File: config.mk
export PLATFORM = sky130hd
export DESIGN_NAME = prio_event_queue
export DESIGN_NICKNAME = d
export VERILOG_FILES = /design/src/rtl/prio_event_queue.sv
export SDC_FILE = /design/constraint.sdc
export NUM_CORES = 1
export LEC_CHECK = 0
export ABC_CLOCK_PERIOD_IN_PS = 4300
export BUFFER_PORTS_ARGS = -buffer_cell sky130_fd_sc_hd__buf_2
export CAP_MARGIN = 20
export CORE_MARGIN = 2
export CORE_UTILIZATION = 57
export DETAILED_ROUTE_END_ITERATION = 8
export PLACE_DENSITY = 0.82
export SLEW_MARGIN = 20
export SYNTH_ARGS = -nofsm -noshare
export SYNTH_HDL_FRONTEND = slang
export SYNTH_SLANG_ARGS = --single-unit
export TNS_END_PERCENT = 5
File: constraint.sdc
create_clock -name clk -period 4.3 [get_ports clk]
set_clock_uncertainty 0.05 [all_clocks]
set_input_delay 0.43 -clock clk [delete_from_list [all_inputs] [get_ports clk]]
set_output_delay 0.43 -clock clk [all_outputs]
set_load 0.005 [all_outputs]
File: src/rtl/prio_event_queue.sv
// Change detector on the priority-encoder winner index, feeding a small FIFO
// of events handed out over valid/ready, with a sticky overflow flag and an accept counter.
module prio_event_queue #(
  parameter int unsigned DEPTH = 4,
  parameter int unsigned CNT_W = 8
) (
  input  logic                     clk,
  input  logic                     rst_n,
  input  logic [1:0]               idx_in,
  input  logic                     any_in,
  input  logic                     evt_ready,
  input  logic                     clr_ovf,
  output logic                     evt_valid,
  output logic [1:0]               evt_data,
  output logic [$clog2(DEPTH):0]   level,
  output logic                     full,
  output logic                     empty,
  output logic                     overflow,
  output logic [CNT_W-1:0]         count
);

  localparam int unsigned AW = $clog2(DEPTH);
  localparam logic [AW:0] FULL_LVL = (AW+1)'(DEPTH);
  localparam logic [AW:0] LVL_ONE  = (AW+1)'(1);

  logic [2:0]    prev;
  logic [1:0]    mem [DEPTH];
  logic [AW-1:0] wr_ptr;
  logic [AW-1:0] rd_ptr;

  logic evt_det;
  logic pop;
  logic push;
  logic drop;

  // Status flags come from level only, so there is no input-to-flag path.
  assign empty     = (level == '0);
  assign full      = (level == FULL_LVL);
  assign evt_valid = !empty;
  assign evt_data  = evt_valid ? mem[rd_ptr] : 2'b00;

  always_comb begin
    evt_det = any_in && ({any_in, idx_in} != prev);
    pop     = evt_valid && evt_ready;
    push    = evt_det && (!full || pop);
    drop    = evt_det && full && !pop;
  end

  always_ff @(posedge clk or negedge rst_n) begin
    if (!rst_n) begin
      prev     <= 3'b000;
      wr_ptr   <= '0;
      rd_ptr   <= '0;
      level    <= '0;
      overflow <= 1'b0;
      count    <= '0;
    end else begin
      prev <= {any_in, idx_in};
      if (push) begin
        wr_ptr <= wr_ptr + AW'(1);
        count  <= count + CNT_W'(1);
      end
      if (pop) rd_ptr <= rd_ptr + AW'(1);
      case ({push, pop})
        2'b10:   level <= level + LVL_ONE;
        2'b01:   level <= level - LVL_ONE;
        default: level <= level;
      endcase
      // A drop on the same edge as a clear wins, so no loss goes unreported.
      if (drop)         overflow <= 1'b1;
      else if (clr_ovf) overflow <= 1'b0;
    end
  end

  // Storage is not reset; empty masks evt_data and level gates every read.
  always_ff @(posedge clk) begin
    if (push) mem[wr_ptr] <= idx_in;
  end

endmodule

==> reports/results.tsv, run 1 <==
metric	value	unit
fraction of the mapped netlist area in adder cells	7.677	%
clock tree from TritonCTS	done	
area used by multi-input combinational logic	481.7	µm²
count of standard-cell rows	16	
Clk pwr share	12.2	%
starting utilization of the core area	61.88	%
commonest cells in the synthesized netlist	19 x sky130_fd_sc_hd__dfrtp_1, 12 x sky130_fd_sc_hd__xnor2_1, 8 x sky130_fd_sc_hd__edfxtp_1, 8 x sky130_fd_sc_hd__inv_1, 6 x sky130_fd_sc_hd__ha_1	
XOR/XNOR Fraction of Synth Area	10.61	%
Placeable Area	2002	µm²
floorplan die height	50.62	µm
wire length of the first global-routing pass	3491	µm
Cell Pwr Density	626.2	nW/µm²
Relative slew margins	71.21	%
kind of capture point of the worst setup path	register	
count of flip-flops with a built-in enable after synthesis	8	
critical path arrival	2.83	ns
vias per inst	5.174	
sequential share of power	49.1	%
antenna violations before repair	0	
number of detailed-route iterations in the first pass	4	
main combinational cell family by area after synthesis	simple AND/OR/NAND/NOR gates	
measured slew at the worst slew-check pin	0.4319	ns
slowest cell delay on critical path	0.55	ns
combinational cell fraction of total power	38.6	%
sequential element share of the synthesized area	57.78	%
unrepaired setup endpoints after global routing	no	
area of the die	2562	µm²
Clk Latency, worst-skew pair	0.33	ns
fin nets	132	
Critical Path RT	4.52	ns
x dimension of the die	50.62	µm
Critical Path, Cell by Cell	or4b_1, and3_1, inv_1, ha_1, inv_1, fa_1, xor2_1, nor2_1, xor2_1	
post-route setup TNS	0	ns
number of buffers added on ports	23	
Detail Placement HPWL	1650	µm
Critical Path Fanout Max	8	
terminus of the critical flop-to-flop path	level[2]	
Syn-to-layout area delta	14.14	%
most common cell in the netlist	sky130_fd_sc_hd__dfrtp_1	
Async SR Flop Fraction	70.37	%
vias in the first global route	753	
type of the most critical hold path	input port to register	
Cell Int Power	0.5757	mW
Worst Hold Endpoint	prev[2]	
P_sw	0.3096	mW
top cell type by total area after synthesis	sky130_fd_sc_hd__dfrtp_1	
final cell area excluding filler cells	1414	µm²
count of maximum capacitance violations	0	
drt initial violations	7	
clock period minus final worst setup slack	2.612	ns
Reg2Reg Depth	9	
static leakage power	0.6652	nW
Antenna Nets Post-Route	0	
multiplexer area fraction after synthesis	6.869	%
antenna diode instance count	0	
Hold Vio Cnt, Final	0	
dominant cells by area after synthesis	sky130_fd_sc_hd__dfrtp_1 38%, sky130_fd_sc_hd__edfxtp_1 19%, sky130_fd_sc_hd__xnor2_1 8.5%	
simple-gate portion of the synthesized area	12.93	%
routability congestion estimate from global placement	0.7847	
number of fill cells in the layout	163	
clock buffer count from CTS	3	
IR drop worst, VDD	0.3713	mV
Startpoint Class	register	
RR Startpoint	level[1]	
overflow left after global routing	0	
Seq. cell area	715.7	µm²
Net Sw Frac	34.97	%
final setup vio count	0	
outcome	complete, no violations	
register-to-register path setup slack	1.69	ns
CTS-repair resized insts	0	
number of warning messages in the yosys log	0	
highest-delay cell along the critical path	sky130_fd_sc_hd__or4b_1	
top cell type's share of synthesized area	38.38	%
mean cell area of the mapped netlist	13.76	µm²
Avg WL per Cell	14.78	µm
buffer depth of the longest clock path	2	
largest net degree at the start of global routing	20	
Tcrit/Tclk final	60.74	%
achievable clock frequency	0.3829	GHz
Post-Syn Instances	90	
Netlist cell types	23	
total routing resource utilization after global routing	18.81	%
max-slew violation count	0	
placed inst area	1376	µm²
number of levels in the clock H-tree	1	
Synthesized Nets	104	
HP Start	any_in	
Mapped Area	1239	µm²
fraction of layout instances using a drive strength above 1	31.62	%
WS Path Type	register to register	
residual DRC count	0	
register bit count reported by yosys	27	
Routed WL	2128	µm
clock transition at the registers of the reported paths	0.15	ns
Worst Hold Depth	1	
number of top-level pins	24	
Vias	745	
ys flop type	sky130_fd_sc_hd__dfrtp_1	
clock root cell	sky130_fd_sc_hd__clkbuf_4	
clk sink count	27	
complex-gate fraction of the synthesized area	0.8081	%
-- sequential cells by signal, indices dropped and copies added (netlist names) --
register and flops:
count 8, rd_ptr 2, level 3, mem 8, wr_ptr 2, prev 3, overflow 1
-- per-layer routing --
layer,GRT usage [%],vias to the layer above,wire length (µm)
li1,-,363,-
met1,23.79,361,949
met2,32.24,21,1084
met3,4.464,0,94
met4,5.405,0,0
met5,0,-,0
-- area by class of cell --
| cell class | instances | share of cell area [%] |
|---|---|---|
| well taps | 27 | 2.389 |
| flip-flops and latches | 27 | 50.62 |
| repair buffers | 24 | 8.850 |
| clock inverters | 1 | 0.3540 |
| inverters | 8 | 2.124 |
| multi-input cells | 54 | 34.07 |
| clock buffers | 3 | 1.593 |
-- worst max-delay path, delay by kind of cell, from the launching register on --
kind	cells	cell delay, ns
buffers and inverters	2	0.19
and+or+nand+nor	3	0.98
adders and majority gates	2	0.57
xor gates and xnor gates	2	0.30
DFF	1	0.46
-- power groups by stage --
stage,Sequential [mW],Clock (mW),Combinational (mW)
after detailed placement,0.439,0,0.345
after CTS,0.435,0.111,0.348
after floorplan,0.424,0,0.225
after global routing,0.449,0.118,0.385
final,0.435,0.108,0.342
after global placement,0.431,0,0.329
-- layout by cell type (no fill, tap or decap) --
| cell type | Yosys | layout |
|---|---|---|
| sky130_fd_sc_hd__mux2i_1 | 1 | 1 |
| sky130_fd_sc_hd__clkbuf_4 | 0 | 3 |
| sky130_fd_sc_hd__dfrtp_1 | 19 | 19 |
| sky130_fd_sc_hd__dlygate4sd3_1 | 0 | 1 |
| sky130_fd_sc_hd__nor2_1 | 2 | 2 |
| sky130_fd_sc_hd__nor4b_1 | 1 | 1 |
| sky130_fd_sc_hd__and3_2 | 1 | 1 |
| sky130_fd_sc_hd__nand4_1 | 2 | 2 |
| sky130_fd_sc_hd__edfxtp_1 | 8 | 8 |
| sky130_fd_sc_hd__and2_2 | 4 | 4 |
| sky130_fd_sc_hd__or4b_1 | 1 | 1 |
| sky130_fd_sc_hd__fa_1 | 1 | 1 |
| sky130_fd_sc_hd__nand3_1 | 5 | 5 |
| sky130_fd_sc_hd__a32o_1 | 1 | 1 |
| sky130_fd_sc_hd__nand2_1 | 2 | 2 |
| sky130_fd_sc_hd__clkinv_2 | 0 | 1 |
| sky130_fd_sc_hd__ha_1 | 6 | 6 |
| sky130_fd_sc_hd__inv_1 | 8 | 8 |
| sky130_fd_sc_hd__mux2_4 | 2 | 2 |
| sky130_fd_sc_hd__xor2_1 | 3 | 3 |
| sky130_fd_sc_hd__and2_1 | 3 | 3 |
| sky130_fd_sc_hd__buf_2 | 0 | 23 |
| sky130_fd_sc_hd__xnor2_1 | 12 | 12 |
| sky130_fd_sc_hd__and3_1 | 4 | 4 |
| sky130_fd_sc_hd__or3_2 | 1 | 1 |
| sky130_fd_sc_hd__mux4_2 | 2 | 2 |
-- stage by stage --
step	util (%)	cells	hold WS (ns)	worst slack [ns]	total power, mW
3_5_place_dp	68.75	139	0.3494	1.656	0.7850
2_1_floorplan	-	90	0.08441	1.886	0.6495
5_1_grt	70.63	144	0.1851	1.499	0.9511
6_report	70.63	144	0.2034	1.688	0.8853
4_1_cts	70.63	144	0.1894	1.677	0.8929
3_3_place_gp	68.75	139	0.3394	1.741	0.7600
-- cells by family after synthesis --
kind of cell | count (synthesis)
adders and majority gates | 7
and+or+nand+nor | 26
buffers and inverters | 9
AOI/OAI and AO/OA | 1
DFF | 27
muxes | 5
xor gates and xnor gates | 15
-- worst max-delay path by stage --
stage	from	end	slack (ns)
3_5_place_dp	evt_ready	level[2]	1.66
3_3_place_gp	evt_ready	level[2]	1.74
5_1_grt	level[0]	level[2]	1.50
2_1_floorplan	level[0]	level[2]	1.89
6_report	level[1]	level[2]	1.69
4_1_cts	level[0]	level[2]	1.68
-- repair_timing --
action | 4_1_cts | 5_1_grt
hold buffers | 1 | 0
hold endpoints to repair | 19 | 0
buffers inserted | 0 | 0
(Power assumes the default switching activity.)
==> inputs of run 2 (changes only) <==
- ABC_AREA: unset -> 1
- ABC_CLOCK_PERIOD_IN_PS: 4300 -> 2340
- CORE_UTILIZATION: 57 -> 50
- PLACE_DENSITY: 0.82 -> 0.75
- clock period: 4.3 -> 2.34 ns (I/O delays scaled with it)
==> run 2 against run 1 <==
Against the previous run: worst setup slack got worse by 1.5 ns; maximum frequency rose by 24%; flip-flop and latch count is the same; critical path depth unchanged; die area is 33% higher; wire length rose by 22%; register-to-register slack worse by 1.5 ns; final cell count increased by 58%; total power is 90% higher; critical path type unchanged; largest power group unchanged; highest routed layer is now met4.
==> reports/results.tsv, run 2 <==
metric	value	unit
number of buffers added on ports	23	
post-route worst setup slack	0.2356	ns
Critical Path, Cell by Cell	nor3_4, nand2_4, nand3_4, ha_1, inv_1, fa_1, a21oi_1, o21ai_0, xor2_1	
critical path arrival	2.28	ns
antenna violations before repair	0	
Hold Vio Cnt, Final	0	
top cell type's share of synthesized area	32.18	%
static leakage power	0.8730	nW
Async SR Flop Fraction	70.37	%
count of standard-cell rows	19	
Reg2Reg Depth	9	
routability congestion estimate from global placement	0.7622	
top cell type by total area after synthesis	sky130_fd_sc_hd__dfrtp_1	
dominant cells by area after synthesis	sky130_fd_sc_hd__dfrtp_1 32%, sky130_fd_sc_hd__edfxtp_1 16%, sky130_fd_sc_hd__nand2_1 9.7%	
IR drop worst, VDD	0.7543	mV
most frequent cells in the layout	38 x sky130_fd_sc_hd__nand2_1, 29 x sky130_fd_sc_hd__inv_1, 23 x sky130_fd_sc_hd__buf_2	
outcome	complete, no violations	
top flop regs	count x8, mem x8	
count of maximum capacitance violations	0	
clock root cell	sky130_fd_sc_hd__clkbuf_4	
met1 routed wirelength after detailed routing	1169	µm
type of the most critical hold path	input port to register	
measured slew at the worst slew-check pin	0.4209	ns
Mapped Area	1478	µm²
x dimension of the die	58.36	µm
clock transition at the registers of the reported paths	0.15	ns
fraction of layout instances using a drive strength above 1	20.41	%
Synthesized Nets	183	
sequential element share of the synthesized area	48.43	%
area of the die	3406	µm²
WS Path Type	register to register	
achievable clock frequency	0.4752	GHz
Tcrit/Tclk final	89.93	%
vias per inst	4.952	
Detail Placement HPWL	1983	µm
drt initial violations	39	
final setup vio count	0	
most common library cell in the layout ignoring fill and taps	sky130_fd_sc_hd__nand2_1	
final core utilization	59.83	%
clk sink count	27	
Top Layer Used	met4	
mean cell area of the mapped netlist	8.744	µm²
final cell area excluding filler cells	1664	µm²
Placeable Area	2781	µm²
most common cell in the netlist	sky130_fd_sc_hd__nand2_1	
Total Power	1.684	mW
placed inst area	1609	µm²
number of top-level pins	24	
total routing resource utilization after global routing	17.80	%
Seq. cell area	715.7	µm²
fin nets	211	
buffer depth of the longest clock path	2	
highest-delay cell along the critical path	sky130_fd_sc_hd__dfrtp_1	
antenna diode instance count	0	
Netlist cell types	23	
unrepaired setup endpoints after global routing	no	
Vias	1124	
wire length of the first global-routing pass	4616	µm
Antenna Nets Post-Route	0	
clock buffer count from CTS	3	
Relative slew margins	71.94	%
Syn-to-layout area delta	12.62	%
overflow left after global routing	0	
Routed WL	2603	µm
clock period minus final worst setup slack	2.104	ns
Final Non-Filler Cells	227	
number of detailed-route iterations in the first pass	4	
Critical Path Fanout Max	12	
Clk Latency, worst-skew pair	0.33	ns
DP Cell Count	221	
Startpoint Class	register	
Avg WL per Cell	11.47	µm
register-to-register path setup slack	0.24	ns
Critical Path RT	2.51	ns
floorplan die height	58.36	µm
number of buffers inserted to repair setup after CTS	0	
HP Start	clr_ovf	
number of warning messages in the yosys log	0	
post-route setup TNS	0	ns
Post-Syn Instances	169	
Cell Pwr Density	1012	nW/µm²
worst setup timing slack at the placement stage	0.2109	ns
area used by multi-input combinational logic	628.1	µm²
max-slew violation count	0	
commonest cells in the synthesized netlist	38 x sky130_fd_sc_hd__nand2_1, 29 x sky130_fd_sc_hd__inv_1, 21 x sky130_fd_sc_hd__nor2_1, 19 x sky130_fd_sc_hd__dfrtp_1, 9 x sky130_fd_sc_hd__nand4_1	
met3 wirelength from detailed routing	113	µm
Worst Hold Endpoint	overflow	
ys flop type	sky130_fd_sc_hd__dfrtp_1	
slowest cell delay on critical path	0.47	ns
wire length on met2	1284	µm
clock tree from TritonCTS	done	
register bit count reported by yosys	27	
terminus of the critical flop-to-flop path	level[2]	
count of flip-flops with a built-in enable after synthesis	8	
Worst Hold Depth	2	
starting utilization of the core area	53.13	%
residual DRC count	0	
kind of capture point of the worst setup path	register	
number of fill cells in the layout	247	
hold_ws	0.02612	ns
RR Startpoint	level[0]	
largest net degree at the start of global routing	20	
number of levels in the clock H-tree	1	
vias in the first global route	1042	
-- run 2: cell type report --
cell class	count	area share, %
clock buffers	3	1.353
repair buffers	26	8.571
multi-input cells	110	37.74
flip-flops and latches	27	43.01
clock inverters	1	0.4511
inverters	29	6.541
well taps	31	2.331
-- run 2: worst max path at each step --
stage              from        to  slack (ns)
3_5_place_dp   level[0]  level[2]        0.21
4_1_cts        level[0]  level[2]        0.19
6_report       level[0]  level[2]        0.24
5_1_grt        level[0]  level[2]        0.06
2_1_floorplan  level[1]  level[2]        0.25
3_3_place_gp   level[1]  level[2]        0.28
-- run 2: where the power goes --
group          switching (mW)  total (mW)  internal [mW]
registers               0.155       0.777          0.622
clock network           0.143       0.208         0.0655
logic                   0.395       0.699          0.304
total                   0.693        1.68          0.991
-- run 2: critical path, delay by kind of cell, from the launching register on --
| family | cells | cell delay (ns) |
|---|---|---|
| simple gates | 3 | 0.48 |
| flops | 1 | 0.47 |
| fa+ha+maj | 2 | 0.51 |
| compound gates | 2 | 0.26 |
| xor+xnor | 1 | 0.16 |
| buf+inv | 1 | 0.06 |
-- run 2: routing by layer --
| layer | global-route usage, % | up-vias |
|---|---|---|
| met1 | 22.71 | 510 |
| li1 | - | 584 |
| met2 | 30.02 | 26 |
| met5 | 0 | - |
| met3 | 3.956 | 4 |
| met4 | 5.980 | 0 |
-- run 2: cell families (layout without fill, tap and decap cells) --
group,Yosys count,count (layout),share of synthesized area [%]
simple gates,86,86,28.45
flops,27,27,48.43
buf+inv,32,59,9.399
compound gates,13,13,4.911
fa+ha+maj,7,7,6.435
xor+xnor,4,4,2.371
-- run 2: repair_timing --
action | 4_1_cts | 5_1_grt
setup endpoints to repair | 0 | 1
resized for setup | 0 | 1
hold buffers | 1 | 1
hold endpoints to repair | 19 | 1
==> inputs of run 3 (changes only) <==
- CORE_MARGIN: 2 -> 3
- CORE_UTILIZATION: 50 -> 35
- PLACE_DENSITY: 0.75 -> 0.55
==> run 3 against run 2 <==
Against the previous run: register-to-register slack got worse by 0.04 ns; die area increased by 48%; via count grew 1.9%; clock-buffer cell count is the same; wire length up 9.6%; design area is 1.4% higher; worst setup slack got worse by 0.039 ns; final cell count is 7.0% higher; global-route usage fell by 5.7 points; total power is 3.0% higher; clock power increased by 25%; largest power group unchanged.
==> reports/results.tsv, run 3 (synthesized netlist as in run 2, its figures left out) <==
metric	value	unit
Worst Hold Endpoint	prev[1]	
critical path's top delay family	simple AND/OR/NAND/NOR gates	
Startpoint Class	register	
Critical Path Fanout Max	12	
register-to-register path setup slack	0.20	ns
static leakage power	0.8731	nW
highest-delay cell along the critical path	sky130_fd_sc_hd__dfrtp_1	
buffer depth of the longest clock path	2	
Relative slew margins	70.54	%
P_sw	0.6909	mW
Seq. cell area	715.7	µm²
count of maximum capacitance violations	0	
antenna violations before repair	0	
Cell Pwr Density	1028	nW/µm²
most frequent cells in the layout	38 x sky130_fd_sc_hd__nand2_1, 29 x sky130_fd_sc_hd__inv_1, 23 x sky130_fd_sc_hd__buf_2	
Placeable Area	3854	µm²
worst setup path startpoint	level[1]	
number of detailed-route iterations in the first pass	4	
Hold Vio Cnt, Final	0	
post-route setup TNS	0	ns
vias per inst	4.712	
Critical Path, Cell by Cell	nor3_4, nand2_2, nand3_4, ha_1, inv_1, fa_1, a21oi_1, o21ai_0, xor2_1	
antenna diode instance count	0	
vias in the first global route	1141	
area of the die	5037	µm²
largest net degree at the start of global routing	20	
drt initial violations	98	
Clk Latency, worst-skew pair	0.27	ns
clock root cell	sky130_fd_sc_hd__clkbuf_8	
Antenna Nets Post-Route	0	
Post-CTS Hold Fix Bufs	1	
x dimension of the die	70.98	µm
outcome	complete, no violations	
fin nets	210	
CTS-repair resized insts	0	
Net Sw Frac	39.85	%
placed inst area	1630	µm²
total routing resource utilization after global routing	12.12	%
Critical Path RT	2.44	ns
HP Start	idx_in[1]	
hold_ws	0.1086	ns
overflow left after global routing	0	
Worst Hold Depth	1	
IR drop worst, VDD	0.5954	mV
fraction of layout instances using a drive strength above 1	20.51	%
starting utilization of the core area	38.34	%
top flop regs	count x8, mem x8	
Routed WL	2854	µm
Syn-to-layout area delta	14.14	%
Detail Placement HPWL	2169	µm
clock period minus final worst setup slack	2.143	ns
Reg2Reg Depth	9	
clock transition at the registers of the reported paths	0.09	ns
critical path arrival	2.24	ns
Cell Int Power	1.043	mW
area used by multi-input combinational logic	623.1	µm²
worst setup timing slack at the placement stage	0.2111	ns
count of standard-cell rows	22	
unrepaired setup endpoints after global routing	no	
number of top-level pins	24	
wire length of the first global-routing pass	5071	µm
number of buffers inserted to repair setup after CTS	0	
most common library cell in the layout ignoring fill and taps	sky130_fd_sc_hd__nand2_1	
combinational cell fraction of total power	40.1	%
number of fill cells in the layout	381	
achievable clock frequency	0.4666	GHz
routability congestion estimate from global placement	0.8407	
clock tree from TritonCTS	done	
clock buffer count from CTS	3	
Avg WL per Cell	11.74	µm
terminus of the critical flop-to-flop path	level[2]	
Tcrit/Tclk final	91.60	%
clk sink count	27	
post-route worst setup slack	0.1967	ns
Vias	1145	
number of buffers added on ports	23	
RR Startpoint	level[1]	
measured slew at the worst slew-check pin	0.4418	ns
number of buffers and inverters on the critical path	1	
max-slew violation count	0	
residual DRC count	0	
sequential share of power	44.9	%
floorplan die height	70.98	µm
final cell area excluding filler cells	1687	µm²
final setup vio count	0	
WS Path Type	register to register	
number of levels in the clock H-tree	1	
type of the most critical hold path	input port to register	
slowest cell delay on critical path	0.44	ns
Clk pwr share	15.0	%
kind of capture point of the worst setup path	register	
-- run 3: changes by cell type in the layout (fill, tap and decap cells not counted), sizes merged --
cell and delta:
clkinvlp -1, clkinv +1, dlygate4sd3 -1
-- run 3: layer usage --
layer / global-route usage, % / part of all wire [%] / up-vias
li1: - / - / 586
met2: 21.22 / 49 / 20
met3: 2.841 / 3.5 / 4
met4: 2.923 / 1.0 / 0
met1: 15.03 / 46 / 535
met5: 0 / 0 / -
-- run 3: final cells by class --
class	instances	share of cell area (%)
Clock buffer	3	2.448
Clock inverter	1	0.2967
Inverter	29	6.454
Multi-Input combinational cell	110	36.94
Sequential cell	27	42.43
Tap cell	48	3.561
Timing Repair Buffer	25	7.863
-- run 3: power by group through the flow --
stage               registers [mW]  logic, mW  clock network, mW
floorplan                    0.766      0.477                  0
finish                       0.778      0.696              0.259
global placement             0.779      0.686                  0
CTS                          0.779      0.713              0.272
global route                 0.801      0.808              0.293
detailed placement           0.788      0.704                  0
-- run 3: worst max path at each step --
stage,end,cells past startpoint
3_5_place_dp,level[2],9
5_1_grt,level[2],9
3_3_place_gp,level[2],9
6_report,level[2],9
2_1_floorplan,level[2],10
4_1_cts,level[2],9
-- run 3: stage by stage --
stage	total power [mW]	util, %	std cells
after floorplan	1.243	-	169
after global placement	1.464	42.31	238
after detailed placement	1.492	42.31	238
after CTS	1.764	43.77	243
after global routing	1.901	43.77	243
final	1.734	43.77	243
